**src/rtl/rf_writeback_queue_if.sv**
```systemverilog
// Writeback queue bus: ALU/load producer handshakes,
// register-file write port and decode hazard lookup.
interface rf_writeback_queue_if #(
  parameter int DW = 32
);
  logic          alu_valid;
  logic          alu_ready;
  logic [4:0]    alu_rd;
  logic [DW-1:0] alu_data;
  logic          mem_valid;
  logic          mem_ready;
  logic [4:0]    mem_rd;
  logic [DW-1:0] mem_data;
  logic [4:0]    rf_rd;
  logic [DW-1:0] rf_wd;
  logic          rf_wr;
  logic [4:0]    chk_rs1;
  logic [4:0]    chk_rs2;
  logic          hit1;
  logic          hit2;
  logic [DW-1:0] fwd1;
  logic [DW-1:0] fwd2;
  logic          empty;

  modport master (
    output alu_valid, alu_rd, alu_data,
    output mem_valid, mem_rd, mem_data,
    output chk_rs1, chk_rs2,
    input  alu_ready, mem_ready,
    input  rf_rd, rf_wd, rf_wr,
    input  hit1, hit2, fwd1, fwd2, empty
  );

  modport slave (
    input  alu_valid, alu_rd, alu_data,
    input  mem_valid, mem_rd, mem_data,
    input  chk_rs1, chk_rs2,
    output alu_ready, mem_ready,
    output rf_rd, rf_wd, rf_wr,
    output hit1, hit2, fwd1, fwd2, empty
  );
endinterface

```
**src/rtl/rf_writeback_queue.sv**
```systemverilog
// In-order writeback queue feeding the register file write port.
// Define WBQ_FWD_EN to build the pending-data forwarding mux.
module rf_writeback_queue #(
  parameter int DEPTH = 4,
  parameter int AW    = 2,
  parameter int DW    = 32
) (
  input logic clk,
  input logic rst_n,
  rf_writeback_queue_if.slave bus
);

  typedef struct packed {
    logic [4:0]    rd;
    logic [DW-1:0] data;
  } wb_t;

  localparam logic [AW:0] FULL  = (AW+1)'(DEPTH);
  localparam logic [AW:0] FREE1 = (AW+1)'(DEPTH - 1);
  localparam logic [AW:0] FREE2 = (AW+1)'(DEPTH - 2);

  wb_t           q [DEPTH];
  logic [DEPTH-1:0] vld;
  logic [DEPTH-1:0] vld_nxt;
  logic [AW-1:0] rd_ptr;
  logic [AW-1:0] wr_ptr;
  logic [AW-1:0] slot_b;
  logic [AW:0]   count;
  logic [AW:0]   count_nxt;

  logic          out_wr;
  logic [4:0]    out_rd;
  logic [DW-1:0] out_wd;

  logic mem_rdy;
  logic alu_rdy;
  logic mem_push;
  logic alu_push;
  logic pop;

  // Ready looks only at the registered count, so a full
  // queue never accepts on the strength of a same-cycle pop.
  assign mem_rdy = (count != FULL);
  assign alu_rdy = (count <= FREE2) ||
                   ((count == FREE1) && !bus.mem_valid);

  assign mem_push = bus.mem_valid && mem_rdy &&
                    (bus.mem_rd != 5'd0);
  assign alu_push = bus.alu_valid && alu_rdy &&
                    (bus.alu_rd != 5'd0);
  assign pop      = (count != '0);

  // Load entry is older, so it takes the first free slot.
  assign slot_b = wr_ptr + AW'(mem_push);

  assign count_nxt = count
                   + (AW+1)'(mem_push)
                   + (AW+1)'(alu_push)
                   - (AW+1)'(pop);

  always_comb begin
    vld_nxt = vld;
    if (pop)      vld_nxt[rd_ptr] = 1'b0;
    if (mem_push) vld_nxt[wr_ptr] = 1'b1;
    if (alu_push) vld_nxt[slot_b] = 1'b1;
  end

  always_ff @(posedge clk or negedge rst_n) begin
    if (!rst_n) begin
      rd_ptr <= '0;
      wr_ptr <= '0;
      count  <= '0;
      vld    <= '0;
      out_wr <= 1'b0;
      out_rd <= 5'd0;
      out_wd <= '0;
    end else begin
      rd_ptr <= rd_ptr + AW'(pop);
      wr_ptr <= wr_ptr + AW'(mem_push) + AW'(alu_push);
      count  <= count_nxt;
      vld    <= vld_nxt;
      out_wr <= pop;
      if (pop) begin
        out_rd <= q[rd_ptr].rd;
        out_wd <= q[rd_ptr].data;
      end
    end
  end

  // Entry payload needs no reset; validity lives in vld.
  always_ff @(posedge clk) begin
    if (mem_push) q[wr_ptr] <= '{rd: bus.mem_rd, data: bus.mem_data};
    if (alu_push) q[slot_b] <= '{rd: bus.alu_rd, data: bus.alu_data};
  end

  logic [4:0]    chk [2];
  logic [1:0]    hit;
  logic [DW-1:0] dat [2];
  logic [AW-1:0] idx;

  assign chk[0] = bus.chk_rs1;
  assign chk[1] = bus.chk_rs2;

  // Scan oldest to youngest so the last match wins.
  always_comb begin
    hit = '0;
    idx = '0;
    for (int p = 0; p < 2; p++) begin
      dat[p] = '0;
      if (out_wr && (out_rd == chk[p])) begin
        hit[p] = 1'b1;
`ifdef WBQ_FWD_EN
        dat[p] = out_wd;
`endif
      end
      for (int k = 0; k < DEPTH; k++) begin
        idx = rd_ptr + AW'(k);
        if (vld[idx] && (q[idx].rd == chk[p])) begin
          hit[p] = 1'b1;
`ifdef WBQ_FWD_EN
          dat[p] = q[idx].data;
`endif
        end
      end
      if (chk[p] == 5'd0) begin
        hit[p] = 1'b0;
        dat[p] = '0;
      end
    end
  end

  assign bus.alu_ready = alu_rdy;
  assign bus.mem_ready = mem_rdy;
  assign bus.rf_wr     = out_wr;
  assign bus.rf_rd     = out_rd;
  assign bus.rf_wd     = out_wd;
  assign bus.hit1      = hit[0];
  assign bus.hit2      = hit[1];
`ifdef WBQ_FWD_EN
  assign bus.fwd1      = dat[0];
  assign bus.fwd2      = dat[1];
`else
  assign bus.fwd1      = '0;
  assign bus.fwd2      = '0;
`endif
  assign bus.empty     = (count == '0) && !out_wr;

endmodule

```
**src/flat_wrapper.sv**
```systemverilog
// flat-port wrapper written by rule: the top's interface ports become plain ports
module rf_writeback_queue_flat 
#(
  parameter int DEPTH = 4,
  parameter int AW    = 2,
  parameter int DW    = 32
)
  (clk, rst_n, bus_alu_valid, bus_alu_rd, bus_alu_data, bus_mem_valid, bus_mem_rd, bus_mem_data, bus_chk_rs1, bus_chk_rs2, bus_alu_ready, bus_mem_ready, bus_rf_rd, bus_rf_wd, bus_rf_wr, bus_hit1, bus_hit2, bus_fwd1, bus_fwd2, bus_empty);
  rf_writeback_queue_if #(.DW(DW)) bus_i ();
  input logic clk;
  input logic rst_n;
  input wire logic [$bits(bus_i.alu_valid)-1:0] bus_alu_valid;
  input wire logic [$bits(bus_i.alu_rd)-1:0] bus_alu_rd;
  input wire logic [$bits(bus_i.alu_data)-1:0] bus_alu_data;
  input wire logic [$bits(bus_i.mem_valid)-1:0] bus_mem_valid;
  input wire logic [$bits(bus_i.mem_rd)-1:0] bus_mem_rd;
  input wire logic [$bits(bus_i.mem_data)-1:0] bus_mem_data;
  input wire logic [$bits(bus_i.chk_rs1)-1:0] bus_chk_rs1;
  input wire logic [$bits(bus_i.chk_rs2)-1:0] bus_chk_rs2;
  output wire logic [$bits(bus_i.alu_ready)-1:0] bus_alu_ready;
  output wire logic [$bits(bus_i.mem_ready)-1:0] bus_mem_ready;
  output wire logic [$bits(bus_i.rf_rd)-1:0] bus_rf_rd;
  output wire logic [$bits(bus_i.rf_wd)-1:0] bus_rf_wd;
  output wire logic [$bits(bus_i.rf_wr)-1:0] bus_rf_wr;
  output wire logic [$bits(bus_i.hit1)-1:0] bus_hit1;
  output wire logic [$bits(bus_i.hit2)-1:0] bus_hit2;
  output wire logic [$bits(bus_i.fwd1)-1:0] bus_fwd1;
  output wire logic [$bits(bus_i.fwd2)-1:0] bus_fwd2;
  output wire logic [$bits(bus_i.empty)-1:0] bus_empty;
  assign bus_i.alu_valid = bus_alu_valid;
  assign bus_i.alu_rd = bus_alu_rd;
  assign bus_i.alu_data = bus_alu_data;
  assign bus_i.mem_valid = bus_mem_valid;
  assign bus_i.mem_rd = bus_mem_rd;
  assign bus_i.mem_data = bus_mem_data;
  assign bus_i.chk_rs1 = bus_chk_rs1;
  assign bus_i.chk_rs2 = bus_chk_rs2;
  assign bus_alu_ready = bus_i.alu_ready;
  assign bus_mem_ready = bus_i.mem_ready;
  assign bus_rf_rd = bus_i.rf_rd;
  assign bus_rf_wd = bus_i.rf_wd;
  assign bus_rf_wr = bus_i.rf_wr;
  assign bus_hit1 = bus_i.hit1;
  assign bus_hit2 = bus_i.hit2;
  assign bus_fwd1 = bus_i.fwd1;
  assign bus_fwd2 = bus_i.fwd2;
  assign bus_empty = bus_i.empty;
  rf_writeback_queue #(.DEPTH(DEPTH), .AW(AW), .DW(DW)) u_core (.clk(clk), .rst_n(rst_n), .bus(bus_i));
endmodule
```
**config.mk**
```make
export PLATFORM = sky130hd
export DESIGN_NAME = rf_writeback_queue_flat
export DESIGN_NICKNAME = d
export VERILOG_FILES = /design/src/rtl/rf_writeback_queue_if.sv /design/src/rtl/rf_writeback_queue.sv /design/src/flat_wrapper.sv
export SDC_FILE = /design/constraint.sdc
export NUM_CORES = 1
export LEC_CHECK = 0
export CORE_MARGIN = 8
export CORE_UTILIZATION = 49
export CTS_CLUSTER_DIAMETER = 80
export CTS_CLUSTER_SIZE = 16
export DETAILED_ROUTE_END_ITERATION = 8
export PLACE_DENSITY = 0.88
export SKIP_LAST_GASP = 1
export SYNTH_ARGS = -nofsm -noshare
export SYNTH_HDL_FRONTEND = slang
export SYNTH_SLANG_ARGS = --single-unit
```
**constraint.sdc**
```tcl
create_clock -name clk -period 3.8 [get_ports clk]
set_clock_uncertainty 0.05 [all_clocks]
set_input_delay 0.57 -clock clk [delete_from_list [all_inputs] [get_ports clk]]
set_output_delay 0.57 -clock clk [all_outputs]
set_load 0.01 [all_outputs]
```
==> flow_metrics.tcl, run 1 <==
set metrics [dict create \
    outcome "finished, final reports clean" \
    synth.area.mux_share_pct 32.7 \
    wirelength_mm 24.8 \
    hp-class "in -> async" \
    wl_per_cell_um 22.0 \
    min_period_ns 3.79 \
    via_count 6199 \
    overflow 0 \
    synth_xor_area_share_pct 4.34 \
    clkLatencyLatePin_ns 0.43 \
    clk_pin_slew_ns 0.08 \
    synth-adder-area-share_pct 1.37 \
    vias_per_cell 5.50 \
    cp-endpoint "bus_hit1" \
    synth_top_area_share_pct 40.0 \
    grt_pass1_vias 6761 \
    r2r_end "u_core.q[0][36]" \
    drc 0 \
    slew_viol_final 0 \
    arrival_ns 3.17 \
    grt_pass1_wl_mm 39.0 \
    antenna_found_initial 1 \
    hold_violations 0 \
    cts_buffers 17 \
    clkPwrFrac_pct 17.0 \
    critPathLaunchType "flip-flop" \
    areaGrowthSynthToFinish_pct 20.0 \
    ctsHoldBuffers 0 \
    cts_tree "done" \
    yosys.area.top_type "edfxtp_1" \
    cp_max_fo 9 \
    drt_iter0_drc 307 \
    p_per_area_nw_per_um2 790 \
    htreeDepth 4 \
    placed_area_um2 12700 \
    min_period_over_period_pct 99.7 \
    synthTopCellsByArea "edfxtp_1 40%, mux2_2 12%, mux4_2 11%" \
    avgSynthCellArea_um2 16.1 \
    fillCellCount 1682 \
    setup_viol 0 \
    place.gp.congestion 0.872 \
    r2r_slack_ns 1.06 \
    dr.pass1.iters 4 \
    drive_gt1_share_pct 37.9 \
    switching_share_pct 33.5 \
    clockRootBuffer "clkbuf_16" \
    peakVddDrop_v 0.000359 \
    start_util_pct 49.5 \
    port_buffers 130 \
    hpwl_mm 17.3 \
    die_y_um 167 \
    cts_num_sinks 197 \
    p_int_mw 7.01 \
    worstMarginPinSlew_ns 0.698 \
    fin_area_um2 13300 \
    clockBufferDepth 2 \
    synth_seq_area_share_pct 51.1 \
    synth-simple-area-share_pct 2.08 \
    combPwrFrac_pct 48.1 \
    synth-compound-area-share_pct 1.15 \
    grt_setup_unrepaired "true" \
    synth_top_family_by_area "multiplexers" \
    end_kind "output pin" \
    yosys_register_bits 197 \
    netlist_area_um2 11100 \
    track_usage_pct 18.0 \
    critical_path_required_ns 3.18 \
    die-area_um2 27700 \
    worstSetupPathType "reg -> out" \
    core_area_um2 22400 \
    synth_cell_types 39 \
    p_leak_nw 4.90 \
    antenna_left 0 \
    syn_inst 689 \
    yosysWarnings 0 \
    post-route-util_pct 59.4 \
    grt_max_degree 34 \
    maxCapViolations 0 \
    switchingPower_mw 3.53 \
    p_seq_share_pct 35.0 \
    row_count 55 \
    final_nets 928 \
    relSlewSlack_pct 53.5 \
    rr_worst_depth 9 \
    fmax_mhz 264 \
    r2r_start "u_core.count[0]" \
    cp-startpoint "u_core.rd_ptr[0]" \
    io_pins 195 \
    fp.dieW_um 167 \
]
## repair_timing
item | in CTS | in global routing
setup endpoints to repair | 2 | 2
pin swaps | 2 | 1
setup buffers | 3 | 0
cloned | 0 | 0
resized for setup | 5 | 5
## synthesized netlist by cell type (all sizes together)
cell type    n
nor3         2
a21oi        1
a31oi        1
mux2i        6
xnor2       19
o211ai       1
mux2       185
nand2        9
or2          1
nor4         9
clkbuf      13
nand4        2
fa           2
inv         11
o21ai        2
and3         1
mux4        56
ha           9
o211a        1
a2111oi      1
or4          4
edfxtp     148
conb         1
nand3        9
o22a         2
a21o         5
nor2         3
a31o         2
o21bai       1
nor3b        2
xor2        36
buf         95
dfrtp       49
## cells in the final DEF (no fill, tap or decap), types with 4 or more instances in the layout
cell type	instances
a21o_1	4
buf_12	14
buf_4	22
clkbuf_16	17
clkdlybuf4s50_1	129
conb_1	64
dfrtp_1	47
edfxtp_1	148
ha_1	8
inv_1	10
inv_6	5
mux2_1	8
mux2_2	117
mux2_4	60
mux2i_1	6
mux4_2	56
nand2_1	8
nand3_1	9
nor4_1	5
nor4_2	4
or4_1	4
xnor2_1	19
xor2_1	36
## cell type report
type / instances / area, um^2 / share of cell area (%)
flip-flops and latches: 197 / 5680 / 42.6
multi-input cells: 436 / 4930 / 37.0
repair buffers: 166 / 1740 / 13.1
clock buffers: 19 / 443 / 3.32
well taps: 285 / 357 / 2.68
clock inverters: 13 / 135 / 1.01
inverters: 11 / 41.3 / 0.310
diodes: 1 / 2.50 / 0.0188
## per-stage QoR
stage | worst slack (ns) | total power, mW | hold WS [ns] | TNS, ns | cells
2_1_floorplan | 0.127 | 7.05 | 0.224 | 0 | 752
3_3_place_gp | 0.177 | 8.57 | 0.439 | 0 | 1092
3_5_place_dp | 0.124 | 8.72 | 0.445 | 0 | 1092
4_1_cts | -0.0584 | 10.6 | 0.137 | -0.0953 | 1127
5_1_grt | -0.200 | 11.1 | 0.173 | -0.377 | 1128
6_report | 0.0126 | 10.5 | 0.129 | 0 | 1128
## state kept, by name, indices dropped and copies added (netlist names)
name	count
u_core.rd_ptr	2
u_core.bus.rf_rd	5
u_core.wr_ptr	2
u_core.vld	4
u_core.q	148
u_core.bus.rf_wd	32
u_core.bus.rf_wr	1
u_core.count	3
## worst min path at each step
stage                      endpoint  slack [ns]
2_1_floorplan   u_core.bus.rf_rd[0]        0.22
3_3_place_gp    u_core.bus.rf_wd[7]        0.44
3_5_place_dp    u_core.bus.rf_wd[1]        0.45
4_1_cts        u_core.bus.rf_wd[22]        0.14
5_1_grt        u_core.bus.rf_wd[22]        0.17
6_report       u_core.bus.rf_wd[22]        0.13
## routing by layer
metal | share of wire [%] | GRT usage [%] | vias up
met3 | 5.6 | 4.63 | 23
met5 | 0 | 0 | -
li1 | - | - | 2790
met1 | 41 | 21.9 | 3184
met2 | 52 | 30.7 | 202
met4 | 1.7 | 6.31 | 0
## power by group through the flow
stage	Clock, mW	Sequential (mW)	Combinational (mW)
final	1.79	3.69	5.06
after global routing	1.90	3.77	5.43
after CTS	1.83	3.69	5.09
after detailed placement	0	3.73	4.99
after global placement	0	3.68	4.89
after floorplan	0	3.72	3.33
## critical path, stage by stage (launching register included)
cell and delay (ns):
dfrtp_4 0.42, inv_1 0.08, ha_4 0.35, mux4_2 0.57, xor2_1 0.17, nor4_2 0.28
nand3_1 0.11, nand4_1 0.09, o22a_1 0.13, clkdlybuf4s50_1 0.54
## kinds of logic after synthesis
kind of cell	Yosys count
AOI/OAI and AO/OA	17
xor gates and xnor gates	55
adders and majority gates	11
buffers and inverters	119
DFF	197
muxes	247
other	1
and+or+nand+nor	42
Note: power is estimated with default switching activity, not from simulation.
==> run 2, diff against run 1 <==
GPL_TIMING_DRIVEN = 1   (was default)
MAX_ROUTING_LAYER = met4   (was default)
==> run 2 against run 1 <==
Against the previous run:
- total power increased by 1.6%
- die area unchanged
- critical path depth increased by 1
- cell count increased by 0.71%
- non-clock buffer count increased by 9
- sequential share of layout area decreased by 0.45 points
- sequential power about the same
- wire length increased by 1.2%
- hold slack improved by 0.014 ns
- maximum frequency increased by 5.3%
- critical path type unchanged
- critical endpoint unchanged
==> flow_metrics.tcl, run 2 (synthesis results as in run 1) <==
set metrics [dict create \
    outcome "finished, final reports clean" \
    setup_viol 0 \
    p_per_area_nw_per_um2 795 \
    dr.pass1.iters 4 \
    clkLatencyLatePin_ns 0.42 \
    grt_use_met3_pct 4.16 \
    whs_ns 0.144 \
    overflow 0 \
    hold_violations 0 \
    hpwl_mm 17.8 \
    cp_max_fo 6 \
    grt_pass1_vias 6944 \
    antenna_cells 0 \
    peakVddDrop_v 0.000428 \
    worstSetupPathType "reg -> out" \
    r2r_start "u_core.count[0]" \
    cp_slowest_stage_delay_ns 0.53 \
    antenna_found_initial 0 \
    wl_per_cell_um 22.1 \
    arrival_ns 2.98 \
    layout_common_cells "148 x edfxtp_1, 127 x clkdlybuf4s50_1, 117 x mux2_2" \
    critPathBufInv 3 \
    drc 0 \
    rr_worst_depth 11 \
    start_util_pct 49.5 \
    clockRootBuffer "clkbuf_16" \
    relSlewSlack_pct 52.5 \
    final_nets 937 \
    end_kind "output pin" \
    r2r_end "u_core.q[3][2]" \
    min_period_over_period_pct 94.6 \
    cts_tree "done" \
    fp.dieW_um 167 \
    grt_pass1_wl_mm 39.5 \
    cts_buffers 17 \
    worstMarginPinSlew_ns 0.713 \
    row_count 55 \
    wirelength_mm 25.1 \
    p_leak_nw 4.99 \
    r2r_slack_ns 0.99 \
    die-area_um2 27700 \
    io_pins 195 \
    fin_area_um2 13500 \
    areaGrowthSynthToFinish_pct 21.3 \
    dp_slack_ns 0.0522 \
    htreeDepth 4 \
    busiest_layer "met2" \
    layout_commonest_cell "edfxtp_1" \
    die_y_um 167 \
    port_buffers 130 \
    antenna_left 0 \
    fmax_mhz 278 \
    clockBufferDepth 2 \
    drt_iter0_drc 346 \
    slew_viol_final 0 \
    grt_max_degree 36 \
    place.gp.congestion 0.888 \
    crit_slowest_cell "mux4_2" \
    drive_gt1_share_pct 38.2 \
    maxCapViolations 0 \
    placed_area_um2 12800 \
    critPathLaunchType "flip-flop" \
    critical_path_required_ns 3.18 \
    grtUsageMet1_pct 21.3 \
    max_flop_register "u_core.q" \
    use_met2_pct 32.6 \
    largest_reg_flops 148 \
    worstPathCellList "inv_1 > ha_4 > buf_4 > mux4_2 > xor2_1 > nor4_1 > nand3_1 > nand4_1 > o22a_1 > dlygate4sd2_1" \
    core_area_um2 22400 \
    min_period_ns 3.60 \
    vias_per_cell 5.48 \
    track_usage_pct 18.8 \
    tns_ns 0 \
    grt_setup_unrepaired "false" \
    clk_pin_slew_ns 0.07 \
    crit_family "multiplexers" \
    postLayoutSetupSlackWorst_ns 0.204 \
    hp-class "in -> async" \
    via_count 6224 \
    ctsHoldBuffers 0 \
    cts_num_sinks 197 \
]
-- run 2: changes by cell type in the layout (fill, tap and decap cells not counted), sizes merged --
cell and change:
dlymetal6s2s +1, clkinv +3, dlygate4sd2 +1, clkdlybuf4s50 -2, diode -1, buf +9
bufinv +2, inv -7, clkbuf +2
-- run 2: worst max-delay path by stage --
stage / start / endpoint / slack, ns / cells after the start
2_1_floorplan: u_core.rd_ptr[1] / bus_hit1 / 0.13 / 12
5_1_grt: u_core.rd_ptr[0] / bus_hit1 / 0.007 / 10
3_3_place_gp: bus_mem_rd[2] / u_core.q[3][7] / 0.13 / 11
6_report: u_core.rd_ptr[0] / bus_hit1 / 0.20 / 10
4_1_cts: u_core.rd_ptr[0] / bus_hit2 / 0.008 / 8
3_5_place_dp: bus_mem_rd[2] / u_core.q[3][24] / 0.05 / 11
-- run 2: final cells by class --
type	count	area, um^2
Inverter	11	41.3
Fill cell	1691	8960
Clock buffer	21	450
Timing Repair Buffer	175	1870
Multi-Input combinational cell	436	4930
Tap cell	285	357
Sequential cell	197	5680
Clock inverter	11	153
-- run 2: power by group --
part           total, mW  internal, mW  switching [mW]  leakage [nW]
clock               1.85          1.06           0.787         0.284
sequential          3.69          3.31           0.382          1.93
combinational       5.16          2.82            2.35          2.78
-- run 2: metrics by stage --
| stage | cells | utilization, % | power (mW) |
|---|---|---|---|
| after floorplan | 752 | - | 7.05 |
| after global placement | 1100 | 57.0 | 8.65 |
| after detailed placement | 1100 | 57.0 | 8.81 |
| after CTS | 1135 | 59.9 | 10.8 |
| after global routing | 1136 | 60.0 | 11.3 |
| final | 1136 | 60.0 | 10.7 |
-- run 2: what timing repair did --
action | 4_1_cts | 5_1_grt
resized for setup | 8 | 5
endpoints found under the setup margin | 2 | 1
setup buffers | 3 | 1
pin swaps | 2 | 1
-- run 2: layer usage --
layer | vias to the layer above | share of wire, %
met1 | 3176 | 40
met3 | 30 | 6.1
met4 | 0 | 1.7
li1 | 2800 | -
met5 | - | 0
met2 | 218 | 52
